### src/rtl/ysyx_24100006_ifu_axi_master.sv
// ysyx_24100006_ifu_axi_master: IF-stage AXI4-Lite read initiator, one fetch per PC.
// Rev 1.0
`default_nettype none

module ysyx_24100006_ifu_axi_master #(
  parameter int                ADDR_W   = 32,
  parameter int                DATA_W   = 32,
  parameter logic [ADDR_W-1:0] RESET_PC = 32'h8000_0000
) (
  input  logic              clk,
  input  logic              reset,
  output logic [ADDR_W-1:0] axi_araddr,
  output logic              axi_arvalid,
  input  logic              axi_arready,
  input  logic [DATA_W-1:0] axi_rdata,
  input  logic [1:0]        axi_rresp,
  input  logic              axi_rvalid,
  output logic              axi_rready,
  output logic              axi_awvalid,
  output logic              axi_wvalid,
  output logic [DATA_W-1:0] axi_wdata,
  output logic              axi_bready,
  output logic [DATA_W-1:0] inst,
  output logic [ADDR_W-1:0] inst_pc,
  output logic              inst_err,
  output logic              inst_valid,
  input  logic              inst_ready,
  input  logic [ADDR_W-1:0] npc,
  input  logic              npc_valid
);

  typedef enum logic [2:0] {
    IDLE     = 3'd0,
    AR       = 3'd1,
    R        = 3'd2,
    OUT      = 3'd3,
    WAIT_NPC = 3'd4
  } state_t;

  state_t            r_state;
  logic [ADDR_W-1:0] r_pc;

  assign axi_araddr  = r_pc;
  assign inst_pc     = r_pc;

  // Fetch is read-only; the write channels are parked.
  assign axi_awvalid = 1'b0;
  assign axi_wvalid  = 1'b0;
  assign axi_wdata   = '0;
  assign axi_bready  = 1'b1;

  always_ff @(posedge clk or posedge reset) begin
    if (reset) begin
      r_state     <= IDLE;
      r_pc        <= RESET_PC;
      axi_arvalid <= 1'b0;
      axi_rready  <= 1'b0;
      inst_valid  <= 1'b0;
      inst        <= '0;
      inst_err    <= 1'b0;
    end else begin
      case (r_state)
        IDLE: begin
          axi_arvalid <= 1'b1;
          r_state     <= AR;
        end
        AR: begin
          if (axi_arready) begin
            axi_arvalid <= 1'b0;
            axi_rready  <= 1'b1;
            r_state     <= R;
          end
        end
        R: begin
          if (axi_rvalid) begin
            inst       <= axi_rdata;
            inst_err   <= (axi_rresp != 2'b00);
            axi_rready <= 1'b0;
            inst_valid <= 1'b1;
            r_state    <= OUT;
          end
        end
        OUT: begin
          if (inst_ready) begin
            inst_valid <= 1'b0;
            r_state    <= WAIT_NPC;
          end
        end
        WAIT_NPC: begin
          // npc is taken verbatim; alignment is EX's concern.
          if (npc_valid) begin
            r_pc        <= npc;
            axi_arvalid <= 1'b1;
            r_state     <= AR;
          end
        end
        default: r_state <= IDLE;
      endcase
    end
  end

endmodule

`default_nettype wire

### config.mk
export PLATFORM = sky130hd
export DESIGN_NAME = ysyx_24100006_ifu_axi_master
export DESIGN_NICKNAME = d
export VERILOG_FILES = /design/src/rtl/ysyx_24100006_ifu_axi_master.sv
export SDC_FILE = /design/constraint.sdc
export NUM_CORES = 1
export LEC_CHECK = 0
export ABC_AREA = 1
export CAP_MARGIN = 10
export CORE_MARGIN = 2
export CORE_UTILIZATION = 38
export DETAILED_ROUTE_END_ITERATION = 6
export PLACE_DENSITY = 0.83
export SYNTH_ARGS = -nofsm -noshare
export SYNTH_HDL_FRONTEND = slang
export SYNTH_SLANG_ARGS = --single-unit
### constraint.sdc
create_clock -name clk -period 2.7 [get_ports clk]
set_input_delay 0.54 -clock clk [delete_from_list [all_inputs] [get_ports clk]]
set_output_delay 0.54 -clock clk [all_outputs]
set_load 0.05 [all_outputs]
==> reports/results.tsv <==
stage	metric	value	unit
floorplanning	ios	207	
power_and_ir_drop	power.total	7.32	mW
clocking	numCtsBuffers	9	
final_layout	final_cells	637	
final_layout	nNetsFinal	598	
synthesis	seq_area_frac_synth	0.518	
routing	viasPerCell	4.34	
synthesis	synth_area_leaders	dfrtp_1, buf_4, nand2_1	
critical_path	arrival	1670	ps
timing	rsz0062_at_grt	false	
synthesis	syn_inst	387	
timing	clock_skew	10.5	ps
global_route	overflow	0	
timing	final.setup.tns	0	ps
floorplanning	core-area	8720	µm²
final_layout	regArea	1780	µm²
place	dpl.hpwl	6150	µm
critical_path	cp.required	2160	ps
global_route	grt_usage	0.164	
clocking	clkSinkCount	71	
place	placed_area	4810	µm²
synthesis	avgSynthCellArea	8.87	µm²
place	pre_cts_slack	593	ps
timing	drv_slew	0	
power_and_ir_drop	peakVddDrop	0.677	mV
synthesis	synth_cell_types	23	
timing	whs	480	ps
clocking	root_buffer	clkbuf_8	
synthesis	yosysTopAreaCell	dfrtp_1	
routing	remaining_drc_errors	0	
final_layout	n_antenna_cell	0	
routing	ant_nets	0	
synthesis	yosys_warnings	0	
critical_path	crit_slowest_cell	clkdlybuf4s50_1	
timing	finalCritPeriodShare	0.818	
critical_path	cp_max_fo	3	
place	dpl.cell_count	623	
routing	first_pass_iters	4	
critical_path	crit_chain	clkdlybuf4s50_1	
floorplanning	start_util	0.394	
power_and_ir_drop	power.leakage	2.45	nW
global_route	grt_max_degree	65	
global_route	antenna_found_initial	0	
place	place_congestion	0.849	
synthesis	ys_ff_latch	71	
clocking	post_cts_buffers	0	
floorplanning	num_rows	34	
timing	fmax	453	MHz
clocking	clkSlewWorstSetupHoldPaths	70	ps
synthesis	netlist_area	3430	µm²
status	status	complete, no violations	
final_layout	postLayoutCoreUtil	0.573	
final_layout	fill_cells	748	
floorplanning	die_x	99.1	µm
critical_path	cpPeakStageDelay	800	ps
timing	relSlewSlack	0.593	
clocking	ctsHtreeMaxLevel	3	
final_layout	multi_input_area	988	µm²
routing	via_count	2762	
synthesis	synth_top_area_frac	0.510	
floorplanning	die_h	99.1	µm
final_layout	drive_above_1_share	0.0643	
timing	setup_viol	0	
timing	final.setup.worst_slack	490	ps
clocking	cts_resized	0	
routing	drt_iter0_drc	84	
critical_path	critPathBufInv	1	
global_route	first_global_vias	2702	
timing	worstMarginPinSlew	611	ps
global_route	grt_pass1_wl	12800	µm
timing	fin_crit	2210	ps
power_and_ir_drop	powerDensity	1460	nW/µm²
critical_path	path_class	reg2out	
floorplanning	die_area	9810	µm²
timing	final-hold-violation-count	0	
critical_path	cp-end-kind	primary output	
critical_path	start_kind	flip-flop	
routing	routedWlPerCell	12.6	µm
clocking	cts_tree	done	
worst_hold_path	hp-class	reg2reg	
clocking	worstSkewPairLatency	340	ps
place	port_buffers	171	
critical_path	path_delay_family	buffers and inverters	
final_layout	design_area	5000	µm²
final_layout	syn_to_final_growth	45.6	%
routing	wl	8010	µm
clocking	cts_hold_buffers	0	
flow_run	drv_cap	0	
clocking	clk_path_buf_depth	2	
kinds of logic after synthesis:
kind of cell,Yosys count,synth area share
buf+inv,121,0.230
simple gates,155,0.193
flops,71,0.518
other cells,2,0.00219
compound gates,38,0.0565
registers in the layout, summed over array words and instances (netlist names):
register,cells
inst_err,1
axi_araddr,32
axi_rready,1
inst_valid,1
axi_arvalid,1
inst,32
r_state,3
final timing paths:
kind | startpoint | endpoint | slack [ps] | depth (start not counted)
max | axi_araddr[31] | inst_pc[31] | 490 | 1
min | inst[20] | inst[20] | 480 | 2
max reg2reg | r_state[1] | axi_araddr[12] | 970 | 3
min reg2reg | inst[20] | inst[20] | 480 | 2
max in group asynchronous | reset | axi_araddr[31] | 1580 | 3
min in group asynchronous | reset | axi_araddr[8] | 510 | 2
power breakdown:
group | leakage, nW | internal [mW] | total, mW | switching, mW
registers | 0.899 | 1.54 | 1.89 | 0.354
logic | 1.46 | 1.43 | 4.62 | 3.19
clock network | 0.0940 | 0.438 | 0.808 | 0.369
total | 2.45 | 3.41 | 7.32 | 3.91
tightest hold or removal path, cell delays in order, from the launching register on:
cell,delay [ps]
dfrtp_1,340
nand2_1,50
nand2_1,50
layout make-up:
type / count / share of cell area
Inverter: 41 / 0.0313
Multi-Input combinational cell: 228 / 0.198
Sequential cell: 71 / 0.356
Clock buffer: 10 / 0.0275
Timing Repair Buffer: 175 / 0.351
Tap cell: 108 / 0.0270
Clock inverter: 4 / 0.00951
routing by layer:
| layer | track usage | wire, µm | vias to the layer above |
|---|---|---|---|
| met5 | 0 | 0 | - |
| met4 | 0.0632 | 114 | 0 |
| met3 | 0.0617 | 790 | 11 |
| met2 | 0.274 | 3920 | 145 |
| met1 | 0.192 | 3180 | 1264 |
| li1 | - | - | 1342 |
placed cells by master, fill, tap and decap left out:
cell / count
o22a_1: 1
nand4_4: 1
nand2_2: 2
clkinvlp_4: 1
nand2_1: 138
clkdlybuf4s50_1: 171
buf_12: 1
o21ai_1: 15
inv_4: 1
buf_4: 3
nand3_4: 1
nor2_4: 3
nand3_1: 4
nor2_1: 1
clkbuf_8: 10
inv_1: 36
bufinv_16: 1
clkinv_2: 2
a21oi_1: 1
dfstp_2: 1
o21ai_0: 21
nand3_2: 1
conb_1: 35
dfrtp_1: 70
nor2_2: 2
nand3b_1: 1
nand4_1: 1
inv_2: 4
cells in the mapped netlist:
master,count
nand4_4,1
buf_4,71
buf_6,9
nand2_1,138
nand3b_1,1
nand2_2,2
inv_4,1
nand4_1,1
inv_2,3
nand3_1,4
a21oi_1,1
dfrtp_1,70
nor2_4,3
conb_1,2
inv_1,37
o21ai_1,15
o21ai_0,21
nand3_2,1
o22a_1,1
dfstp_2,1
nor2_1,1
nand3_4,1
nor2_2,2
Power figures use the tool's default switching activity.
